**src/rtl/instr_fetch_unit.sv**
```systemverilog
// instr_fetch_unit: fetch stage between the PC register and decode.
// It samples pc_in, runs one req/ack read to instruction memory, and holds the
// fetched word in a valid/ready output slot. It tells the next-PC logic when
// the PC may advance, discards responses that belong to flushed requests and
// turns a misaligned PC into a fault word.
module instr_fetch_unit #(
    parameter int IMEM_AW = 10
) (
    input  logic               clk,
    input  logic               reset,
    input  logic [31:0]        pc_in,
    output logic               pc_advance,
    input  logic               flush,
    output logic               imem_req,
    output logic [IMEM_AW-1:0] imem_addr,
    input  logic               imem_ack,
    input  logic [31:0]        imem_rdata,
    output logic [31:0]        instr,
    output logic [31:0]        instr_pc,
    output logic               instr_valid,
    input  logic               instr_ready,
    output logic               fetch_fault,
    output logic [31:0]        fetch_count
);

    typedef enum logic [2:0] {
        IDLE  = 3'd0,
        BUSY  = 3'd1,
        ADV   = 3'd2,
        DRAIN = 3'd3,
        FAULT = 3'd4
    } state_t;

    state_t      state_reg;
    state_t      state_next;
    logic [31:0] req_pc_reg;
    logic [31:0] instr_reg;
    logic [31:0] instr_pc_reg;
    logic        valid_reg;
    logic        fault_reg;
    logic [31:0] count_reg;

    logic slot_free;
    logic accept;
    logic latch_pc;
    logic load_fetch;
    logic load_fault;

    // A new word may enter the slot when it is empty or being consumed now.
    assign slot_free = !valid_reg || instr_ready;
    assign accept    = valid_reg && instr_ready;

    // State register; reset lands in IDLE with no request outstanding.
    always_ff @(posedge clk or posedge reset) begin
        if (reset) begin
            state_reg <= IDLE;
        end else begin
            state_reg <= state_next;
        end
    end

    // Next-state decode and the one-cycle load strobes for the datapath.
    always_comb begin
        state_next = state_reg;
        latch_pc   = 1'b0;
        load_fetch = 1'b0;
        load_fault = 1'b0;
        case (state_reg)
            IDLE: begin
                if (!flush && slot_free) begin
                    if (pc_in[1:0] == 2'b00) begin
                        latch_pc   = 1'b1;
                        state_next = BUSY;
                    end else begin
                        load_fault = 1'b1;
                        state_next = FAULT;
                    end
                end
            end
            BUSY: begin
                if (flush) begin
                    // An ack in the flush cycle retires the request right away.
                    state_next = imem_ack ? IDLE : DRAIN;
                end else if (imem_ack) begin
                    load_fetch = 1'b1;
                    state_next = ADV;
                end
            end
            ADV: begin
                state_next = IDLE;
            end
            DRAIN: begin
                // The stale response is swallowed; only then can a new request go out.
                if (imem_ack) begin
                    state_next = IDLE;
                end
            end
            FAULT: begin
                if (flush) begin
                    state_next = IDLE;
                end
            end
            default: begin
                state_next = IDLE;
            end
        endcase
    end

    // Request address holds the PC sampled in IDLE for the whole transaction.
    always_ff @(posedge clk or posedge reset) begin
        if (reset) begin
            req_pc_reg <= 32'd0;
        end else if (latch_pc) begin
            req_pc_reg <= pc_in;
        end
    end

    // Output slot: flush wins, then a new load, then a plain handshake drain.
    always_ff @(posedge clk or posedge reset) begin
        if (reset) begin
            instr_reg    <= 32'd0;
            instr_pc_reg <= 32'd0;
            valid_reg    <= 1'b0;
            fault_reg    <= 1'b0;
        end else if (flush) begin
            valid_reg <= 1'b0;
            fault_reg <= 1'b0;
        end else if (load_fetch) begin
            instr_reg    <= imem_rdata;
            instr_pc_reg <= req_pc_reg;
            valid_reg    <= 1'b1;
            fault_reg    <= 1'b0;
        end else if (load_fault) begin
            instr_reg    <= 32'd0;
            instr_pc_reg <= pc_in;
            valid_reg    <= 1'b1;
            fault_reg    <= 1'b1;
        end else if (accept) begin
            valid_reg <= 1'b0;
        end
    end

    // Accepted-instruction counter; a handshake coinciding with flush is void.
    always_ff @(posedge clk or posedge reset) begin
        if (reset) begin
            count_reg <= 32'd0;
        end else if (accept && !flush) begin
            count_reg <= count_reg + 32'd1;
        end
    end

    // Memory-side outputs come from registered state only.
    assign imem_req   = (state_reg == BUSY) || (state_reg == DRAIN);
    assign imem_addr  = req_pc_reg[IMEM_AW+1:2];
    assign pc_advance = (state_reg == ADV) && !flush;

    assign instr       = instr_reg;
    assign instr_pc    = instr_pc_reg;
    assign instr_valid = valid_reg;
    assign fetch_fault = fault_reg;
    assign fetch_count = count_reg;

endmodule
```
**config.mk**
```make
export PLATFORM = sky130hd
export DESIGN_NAME = instr_fetch_unit
export DESIGN_NICKNAME = d
export VERILOG_FILES = /design/src/rtl/instr_fetch_unit.sv
export SDC_FILE = /design/constraint.sdc
export NUM_CORES = 1
export LEC_CHECK = 0
export CORE_ASPECT_RATIO = 0.8
export CORE_MARGIN = 2
export CORE_UTILIZATION = 46
export DETAILED_ROUTE_END_ITERATION = 16
export MAX_ROUTING_LAYER = met4
export PLACE_DENSITY_LB_ADDON = 0.15
export SETUP_SLACK_MARGIN = 0.02
export SLEW_MARGIN = 40
export SYNTH_ARGS = -nofsm -noshare
export SYNTH_HDL_FRONTEND = slang
export SYNTH_SLANG_ARGS = --single-unit
```
**constraint.sdc**
```tcl
create_clock -name clk -period 5.6 [get_ports clk]
set_input_delay 1.12 -clock clk [delete_from_list [all_inputs] [get_ports clk]]
set_output_delay 1.12 -clock clk [all_outputs]
set_load 0.03 [all_outputs]
```
Yosys cells after proc, flatten, opt, wreduce, memory -nomap -nowiden
Cells that the tools add are included.
{ "word_totals": {"wordCells": 60, "inputBits": 69, "output_inout_bits": 110, "ff_bits": 133} }
{ "op_classes": {"mux": 28, "reduce_logical": 15, "bitwise": 1, "addsub": 1, "n_eq_ne": 8} }
{ "ops": {"columns": ["op", "n"], "rows": [
  ["32-bit 2-to-1 mux", 4],
  ["32-bit by 1-bit adder with 32-bit output, second input constant", 1],
  ["3-bit 2-to-1 mux", 6],
  ["1-bit 2-to-1 mux", 16],
  ["3-bit one-hot mux with 4 select lines", 1],
  ["3-bit by 2-bit == test with 1-bit output, second input constant", 2],
  ["2-bit != test, second input constant", 3],
  ["1-bit logical AND", 4],
  ["4-bit AND reduction", 1],
  ["4-bit nonzero test", 1],
  ["3-bit by 1-bit == test with 1-bit output, second input constant", 1],
  ["3-bit == test, second input constant", 1],
  ["3-bit logical NOT", 1],
  ["3-bit != test, second input constant", 1],
  ["3-bit nonzero test", 1],
  ["1-bit logical NOT", 2],
  ["2-bit logical NOT", 1],
  ["1-bit logical OR", 2],
  ["2-bit 2-to-1 mux", 1],
  ["2-bit AND reduction", 1],
  ["2-bit nonzero test", 1],
  ["1-bit inverter", 1]
]} }

Depth between registers and ports, before layout
Gate-level depths: netlist (run 1).
{ "depth": {"depth_word": 8, "depth_mapped": 7, "mapped_depth_nobuf": 4} }

Worst setup path after synthesis (run 1)
No wires, ideal clock.
{ "synth_timing": {"path_type": "in2out", "from": "in flush", "to": "out pc_advance", "required_ns": 4.480, "cell_stages": 3, "n_path_buf": 1, "t_arrival_ns": 2.026, "path_slack_ns": 2.454, "cell_sequence": "buf_2 -> or3_1 -> nor2_1"} }
{ "synth_via": {"elab_chain_cells": 2} }
{ "synth_rtl": {"columns": ["element", "line_no", "text"], "rows": [
  ["start: declaration", "13", "input logic flush,"],
  ["1-bit logical NOT", "155", "assign pc_advance = (state_reg == ADV) && !flush;"],
  ["1-bit logical AND", "155", null],
  ["end: declaration", "12", "output logic pc_advance,"]
]} }
Every way passes these cells.

Final worst setup path (run 1)
Same ends and word-level chain as after synthesis.

==> results.yml, run 1 <==
critical_path:
  cp-end-kind: "output port"
  crit_top_cell: "clkdlybuf4s50_1"
  worstPathArrival_ps: 3010
  crit_type: "primary input to output port"
  cp_slowest_cell: "clkdlybuf4s50_1"
  worst_setup_path_start_kind: "primary input"
  cp.required_ps: 4480
  cp_max_fo: 10
  crit_path_max_incr_delay_ps: 690
  crit_chain: "clkdlybuf4s50_1 > or3_1 > nor2_1 > clkdlybuf4s50_1"
route:
  wl_met2_mm: 6.17
  highest_layer: "met4"
  ant_nets: 0
  drcViolationCount: 0
  drt_pre_antenna_iters: 4
  wirelength_mm: 13.2
  vias: 4131
  viasPerCell: 5.26
  routedWlPerCell_um: 16.8
  drtIter0Drc: 150
  dr_wl_met3_um: 864
  wl_met1_mm: 6.07
clock_network:
  clk_latency_ps: 410
  cts_setup_buffers: 0
  cts_resized: 0
  cts_sinks: 133
  h-tree-depth: 4
  hold_buffers: 0
  cts_made_buffers: 17
  cts_root_buf: "clkbuf_16"
  clockBufferDepth: 2
  cts_tree: "yes"
  clk_pin_slew_ps: 60
cells_and_area:
  antenna_cells: 0
  drive_gt1_share_pct: 13.2
  fin_nets: 691
  final_core_util_pct: 66.8
  regArea_um2: 3330
  area_delta_synth_final_pct: 43.3
  layout_common_cells: "clkdlybuf4s50_1 (178), dfrtp_1 (133), nand2_1 (46)"
  multiInputGateArea_um2: 2090
  final_common_cell: "clkdlybuf4s50_1"
  fill_cells: 885
sta:
  post-route-period-util_pct: 73.8
  final-max-slew-violation-count: 0
  fin_setup_tns_ps: 0
  tightest_slew_ps: 741
  fin_crit_ps: 4130
  relSlewSlack_pct: 50.5
  rsz0062_at_grt: "no"
  finalSetupViolCount: 0
  final_hold_viol_count: 0
  worst_clock_skew_ps: 9.52
  timing.fmax_mhz: 242
floorplanning:
  fp.dieH_um: 103
  start_util_pct: 46.7
  rows: 36
  io_pins: 179
  core-area_um2: 12000
  die-area_um2: 13100
  die_w_um: 127
placed_design:
  io_buffers: 178
  gp_routability_congestion: 0.774
  dp_hpwl_mm: 9.07
flow_run:
  cap_violations: 0
global_route:
  grt_overflow_total: 0
  grt_pass1_vias: 4252
  grt_max_degree: 97
  grt_pass1_wl_mm: 21.2
  grt_usage_pct: 21.9
  grt_antenna_before_repair: 0
power:
  vdd_drop_max_v: 0.000240
  power_mw: 4.13
  powerDensity_nw_per_um2: 513
  cellLeakagePower_nw: 3.42
synth:
  ys_seq_elements: 133
  ys_seq_area_share_pct: 59.3
  syn-num-nets: 524
  synth_top_area_share_pct: 59.3
  avgSynthCellArea_um2: 12.4
  synth_area_leaders: "dfrtp_1 (59%), mux2_2 (6.2%), mux2i_1 (5.9%)"
  netlist.top_cell.by_area: "dfrtp_1"
  synth-edff-count: 0
  ys_warn_count: 0
  ys_async_sr_fraction_pct: 100
  synth_flop_cell: "dfrtp_1"
  netlist_area_um2: 5610
  syn_inst: 454
  ys_types: 40
worst_hold_path:
  min_path_type: "flop to flop"
outcome:
  status: "complete, no violations"
[metal layers]
metal | GRT usage (%) | up-vias
met1 | 27.9 | 2038
li1 | - | 1938
met5 | - | -
met3 | 7.42 | 8
met2 | 33.1 | 147
met4 | 7.69 | 0
[critical path, delay by kind of cell]
family	cells	cell delay, ps
buf+inv	2	1300
simple gates	2	590
[per-stage QoR]
step / cells / hold WS (ps) / worst slack (ps) / cell area (um^2)
2_1_floorplan: 454 / 446 / 926 / 5610
3_3_place_gp: 754 / 459 / 1480 / 7450
3_5_place_dp: 754 / 472 / 1460 / 7460
4_1_cts: 786 / 485 / 1460 / 8040
5_1_grt: 786 / 500 / 1390 / 8040
6_report: 786 / 481 / 1470 / 8040
[cell usage after synthesis, types with 10 or more instances]
| library cell | count |
|---|---|
| mux2_2 | 31 |
| buf_4 | 13 |
| xor2_1 | 17 |
| nor2_1 | 13 |
| clkbuf_1 | 11 |
| a22o_1 | 32 |
| dfrtp_1 | 133 |
| nand4_1 | 10 |
| o21ai_1 | 28 |
| xnor2_1 | 15 |
| mux2i_1 | 33 |
| nand2_1 | 46 |
[final timing paths]
| check | startpoint | depth (start not counted) | slack, ps | endpoint |
|---|---|---|---|---|
| min in group asynchronous | reset | 2 | 1040 | instr[9]$_DFFE_PP0P_ |
| max reg2reg | state_reg[2]$_DFFE_PP0P_ | 5 | 3250 | instr[31]$_DFFE_PP0P_ |
| max | flush | 4 | 1470 | pc_advance |
| min | req_pc_reg[25]$_DFFE_PP0P_ | 2 | 480 | instr_pc[25]$_DFFE_PP0P_ |
| min reg2reg | req_pc_reg[25]$_DFFE_PP0P_ | 2 | 480 | instr_pc[25]$_DFFE_PP0P_ |
| max in group asynchronous | reset | 3 | 3500 | instr_pc[0]$_DFFE_PP0P_ |
[layout make-up]
cell class,instances,share of cell area [%]
clock buffer,19,5.64
clock inverter,13,1.53
inverter,8,0.405
multi-input combinational,278,26.0
sequential,133,41.4
tap,152,2.37
timing repair buffer,183,22.7
[power by group]
| part | switching (mW) | leakage (nW) | internal (mW) |
|---|---|---|---|
| sequential | 0.205 | 1.70 | 1.28 |
| combinational | 0.866 | 1.44 | 0.715 |
| clock | 0.425 | 0.273 | 0.638 |
[logic make-up (layout without fill, tap and decap cells)]
family                   Yosys count  after routing  share of synthesized area (%)
adder cells (fa/ha/maj)            1              1                          0.223
buffers and inverters             43            223                           4.06
AO/OA/AOI/OAI                     71             71                           8.74
multiplexers                      64             64                           12.1
AND/OR/NAND/NOR                  110            110                           10.5
XOR/XNOR                          32             32                           5.00
flip-flops                       133            133                           59.3
Note: power is estimated with default switching activity, not from simulation.
==> inputs of run 2 (changes only) <==
--- a/config.mk
+++ b/config.mk
@@ -7,7 +7,7 @@
 export LEC_CHECK = 0
 export CORE_ASPECT_RATIO = 0.8
 export CORE_MARGIN = 2
-export CORE_UTILIZATION = 46
+export CORE_UTILIZATION = 42
 export DETAILED_ROUTE_END_ITERATION = 16
 export MAX_ROUTING_LAYER = met4
 export PLACE_DENSITY_LB_ADDON = 0.15
==> constraint.sdc (replaced) <==
create_clock -name clk -period 3.36 [get_ports clk]
set_input_delay 0.672 -clock clk [delete_from_list [all_inputs] [get_ports clk]]
set_output_delay 0.672 -clock clk [all_outputs]
set_load 0.03 [all_outputs]
==> results.yml, run 2 (same netlist as run 1, synthesis figures left out) <==
floorplanning:
  die-area_um2: 14300
  rows: 37
  io_pins: 179
  core-area_um2: 13000
  fp.dieH_um: 107
  start_util_pct: 43.3
  die_w_um: 133
clock_network:
  cts_root_buf: "clkbuf_16"
  clockBufferDepth: 2
  h-tree-depth: 4
  cts_tree: "yes"
  clk_pin_slew_ps: 60
  cts_setup_buffers: 0
  cts_resized: 0
  clk_latency_ps: 410
  cts_sinks: 133
  hold_buffers: 0
  cts_made_buffers: 17
global_route:
  grt_overflow_total: 0
  use_met3_pct: 6.26
  use_met2_pct: 30.5
  grt_max_degree: 93
  grt_usage_pct: 20.0
  met1_usage_pct: 26.1
  grt_antenna_before_repair: 0
  grt-busiest-layer: "met2"
  grt_pass1_wl_mm: 21.7
  grt_pass1_vias: 4354
outcome:
  status: "complete, no violations"
critical_path:
  cp_slowest_cell: "clkdlybuf4s50_1"
  rr_worst_depth: 6
  crit_top_cell: "clkdlybuf4s50_1"
  cp_max_fo: 3
  cp-end-kind: "output port"
  worstPathArrival_ps: 2260
  crit_type: "primary input to output port"
  crit_path_max_incr_delay_ps: 680
  cp.required_ps: 2690
  cp_num_buf_inv: 2
  crit-reg2reg-launch: "state_reg[2]$_DFFE_PP0P_"
  reg2reg_to: "instr[24]$_DFFE_PP0P_"
  worst_setup_path_start_kind: "primary input"
  ff2ff_setup_slack_ps: 1050
  crit_chain: "clkdlybuf4s50_1 > or3_1 > nor2_1 > clkdlybuf4s50_1"
  cpLargestDelayFamily: "buffers and inverters"
placed_design:
  placed_cell_area_um2: 7570
  dp_hpwl_mm: 9.11
  io_buffers: 178
  gp_routability_congestion: 0.783
sta:
  worst_clock_skew_ps: 10.6
  tightest_slew_ps: 510
  post-route-period-util_pct: 87.2
  rsz0062_at_grt: "no"
  fin_setup_tns_ps: 0
  final_hold_viol_count: 0
  final-max-slew-violation-count: 0
  timing.fmax_mhz: 341
  fin_crit_ps: 2930
  finalSetupViolCount: 0
  relSlewSlack_pct: 65.8
route:
  drcViolationCount: 0
  viasPerCell: 5.03
  wirelength_mm: 13.3
  vias: 4103
  drt_pre_antenna_iters: 4
  routedWlPerCell_um: 16.3
  ant_nets: 0
  drtIter0Drc: 180
power:
  vdd_drop_max_v: 0.000493
  p_int_mw: 4.60
  p_clk_share_pct: 27.7
  p_seq_share_pct: 34.9
  combPwrFrac_pct: 37.4
  swShare_pct: 35.4
  cellLeakagePower_nw: 3.47
  power_switching_mw: 2.52
  powerDensity_nw_per_um2: 868
cells_and_area:
  regArea_um2: 3330
  final_common_cell: "clkdlybuf4s50_1"
  final_core_util_pct: 63.3
  drive_gt1_share_pct: 13.8
  area_delta_synth_final_pct: 46.2
  layout_common_cells: "clkdlybuf4s50_1 (178), dfrtp_1 (133), nand2_1 (46)"
  multiInputGateArea_um2: 2080
  fin_area_um2: 8200
  antenna_cells: 0
  fill_cells: 1022
  fin_nets: 697
worst_hold_path:
  min_path_type: "flop to flop"
  hold_depth: 2
  worstHoldStart: "req_pc_reg[15]$_DFFE_PP0P_"
  whs_endpoint: "instr_pc[15]$_DFFE_PP0P_"
flow_run:
  cap_violations: 0
[run 2: cell types whose count changed in the layout (fill, tap and decap cells not counted), moves of 2 or more]
cell        delta
clkinvlp_4     +2
buf_4          +3
clkbuf_8       -2
buf_12         +4
clkinv_2       -2
bufinv_16      +3
[run 2: how the worst max path moves through the flow]
| stage | from | endpoint | slack [ps] | cells past startpoint |
|---|---|---|---|---|
| finish | flush | pc_advance | 430 | 4 |
| global route | flush | pc_advance | 370 | 4 |
| CTS | flush | pc_advance | 420 | 4 |
| detailed placement | flush | pc_advance | 420 | 4 |
| global placement | flush | pc_advance | 430 | 4 |
| floorplan | reset | fetch_count[0]$_DFFE_PP0P_ | 1040 | 1 |
[run 2: cell type report]
class / instances / area share [%]
clock buffers: 18 / 5.23
clock inverters: 14 / 2.46
inverters: 8 / 0.412
multi-input cells: 278 / 25.3
flip-flops and latches: 133 / 40.6
well taps: 175 / 2.67
repair buffers: 189 / 23.3
[run 2: power groups by stage]
stage / Clock, mW / Sequential (mW) / Combinational (mW)
after floorplan: 0 / 3.07 / 1.04
after global placement: 0 / 2.48 / 2.64
after detailed placement: 0 / 2.49 / 2.70
after CTS: 2.00 / 2.49 / 2.70
after global routing: 2.09 / 2.56 / 2.82
final: 1.97 / 2.48 / 2.67
[run 2: tightest hold or removal path, cell delays in order (launching register included)]
cell and delay [ps]:
dfrtp_1 340, nand2_1 50, o21ai_1 60
[run 2: stage by stage]
step                      total power [mW]  setup WS [ps]  std cells  hold WS, ps
after floorplan                       4.10           1040        454          446
after global placement                5.12            430        783          457
after detailed placement              5.19            421        783          467
after CTS                             7.19            419        815          484
after global routing                  7.46            372        815          512
final                                 7.12            429        815          480
[run 2: layer usage]
metal,vias up,part of all wire (%)
met5,-,0
met4,0,0.83
met3,12,6.6
met2,147,46
met1,2001,47
li1,1943,-
==> inputs of run 3 (changes only) <==
--- a/config.mk
+++ b/config.mk
@@ -9,8 +9,7 @@
 export CORE_MARGIN = 2
 export CORE_UTILIZATION = 42
 export DETAILED_ROUTE_END_ITERATION = 16
-export MAX_ROUTING_LAYER = met4
-export PLACE_DENSITY_LB_ADDON = 0.15
+export PLACE_DENSITY = 0.77
 export SETUP_SLACK_MARGIN = 0.02
 export SLEW_MARGIN = 40
 export SYNTH_ARGS = -nofsm -noshare
==> constraint.sdc (replaced) <==
create_clock -name clk -period 3.36 [get_ports clk]
set_input_delay 0.672 -clock clk [delete_from_list [all_inputs] [get_ports clk]]
set_output_delay 0.672 -clock clk [all_outputs]
set_load 0.05 [all_outputs]
==> results.yml, run 3 (same netlist as run 1, synthesis figures left out) <==
outcome:
  status: "complete, no violations"
placed_design:
  dp_hpwl_mm: 9.51
  pre_cts_ws_ps: 555
  gp_routability_congestion: 0.798
  dp_cells: 787
  io_buffers: 178
route:
  viasPerCell: 5.03
  vias: 4123
  ant_nets: 0
  drtIter0Drc: 233
  drcViolationCount: 0
  wirelength_mm: 13.7
  routedWlPerCell_um: 16.7
  drt_pre_antenna_iters: 4
global_route:
  grt_pass1_wl_mm: 22.6
  grt_usage_pct: 20.4
  grt_antenna_before_repair: 0
  grt_pass1_vias: 4319
  grt_max_degree: 51
  grt_overflow_total: 0
clock_network:
  clockBufferDepth: 2
  clk_pin_slew_ps: 60
  cts_tree: "yes"
  cts_resized: 0
  cts_sinks: 133
  clk_latency_ps: 420
  cts_made_buffers: 17
  cts_root_buf: "clkbuf_16"
  h-tree-depth: 4
  hold_buffers: 0
  cts_setup_buffers: 0
critical_path:
  cp_num_buf_inv: 2
  cpLargestDelayFamily: "buffers and inverters"
  worstPathArrival_ps: 1970
  crit_type: "flop to output port"
  cp-end-kind: "output port"
  cp_slowest_cell: "clkdlybuf4s50_1"
  worst_setup_path_start_kind: "flop"
  crit_chain: "nand2b_1 > inv_1 > clkdlybuf4s50_1"
  crit_path_max_incr_delay_ps: 810
  cp_max_fo: 5
  cp.required_ps: 2690
power:
  cellLeakagePower_nw: 3.48
  combPwrFrac_pct: 43.4
  powerDensity_nw_per_um2: 925
  p_int_mw: 4.44
  p_seq_share_pct: 32.6
  swShare_pct: 41.4
  power_mw: 7.57
  vdd_drop_max_v: 0.000493
  power_switching_mw: 3.13
  p_clk_share_pct: 24.0
floorplanning:
  start_util_pct: 43.3
  fp.dieH_um: 107
  die_w_um: 133
  die-area_um2: 14300
  io_pins: 179
  rows: 37
  core-area_um2: 13000
cells_and_area:
  final_common_cell: "clkdlybuf4s50_1"
  fill_cells: 970
  layout_common_cells: "clkdlybuf4s50_1 (177), dfrtp_1 (133), nand2_1 (46)"
  drive_gt1_share_pct: 14.4
  stdcell_count: 819
  antenna_cells: 0
  area_delta_synth_final_pct: 46.0
  fin_nets: 701
sta:
  relSlewSlack_pct: 61.1
  fin_crit_ps: 2640
  rsz0062_at_grt: "no"
  finalSetupViolCount: 0
  post-route-period-util_pct: 78.7
  final_hold_viol_count: 0
  tightest_slew_ps: 582
  worst_clock_skew_ps: 8.27
  setup_ws_ps: 716
  final-max-slew-violation-count: 0
  fin_setup_tns_ps: 0
  timing.fmax_mhz: 378
flow_run:
  cap_violations: 0
worst_hold_path:
  min_path_type: "flop to flop"
run 3: routing by layer:
metal,routed length [um],global-route usage [%],vias up
li1,-,-,1945
met1,5910,25.8,2025
met2,6490,32.6,139
met3,1090,7.63,14
met4,166,7.14,0
met5,0,0,-
run 3: layout make-up:
cell class | instances | area, um^2 | area share [%]
flip-flops and latches | 133 | 3330 | 40.6
multi-input cells | 278 | 2080 | 25.4
repair buffers | 193 | 1940 | 23.7
clock buffers | 18 | 429 | 5.24
well taps | 175 | 219 | 2.67
clock inverters | 14 | 155 | 1.89
inverters | 8 | 33.8 | 0.413
run 3: per-stage QoR:
stage                     area [um^2]  hold WS [ps]  util, %
after floorplan                  5610           446        -
after global placement           7580           457     58.5
after detailed placement         7600           461     58.6
after CTS                        8180           469     63.1
after global routing             8190           475     63.2
final                            8190           464     63.2
run 3: final timing paths:
kind | slack [ps] | cells past startpoint | from | end
worst min-delay path | 460 | 1 | fetch_count[31]$_DFFE_PP0P_ | fetch_count[31]$_DFFE_PP0P_
worst max register to register | 1140 | 5 | state_reg[0]$_DFFE_PP0P_ | instr_pc[23]$_DFFE_PP0P_
min in group asynchronous | 670 | 2 | reset | state_reg[0]$_DFFE_PP0P_
worst min register to register | 460 | 1 | fetch_count[31]$_DFFE_PP0P_ | fetch_count[31]$_DFFE_PP0P_
worst max-delay path | 720 | 3 | state_reg[2]$_DFFE_PP0P_ | imem_req
max in group asynchronous | 2090 | 3 | reset | req_pc_reg[2]$_DFFE_PP0P_
run 3: power groups by stage:
stage / clock (mW) / sequential, mW / combinational, mW
2_1_floorplan: 0 / 3.56 / 1.14
3_3_place_gp: 0 / 2.46 / 3.24
3_5_place_dp: 0 / 2.48 / 3.31
4_1_cts: 1.86 / 2.47 / 3.32
5_1_grt: 1.95 / 2.54 / 3.46
6_report: 1.82 / 2.47 / 3.29
run 3: worst reg2reg max path: stages, from the launching register on:
cell	delay, ps
dfrtp_1	420
or3_1	450
nor4_2	530
buf_4	370
mux2i_1	240
o21ai_1	80
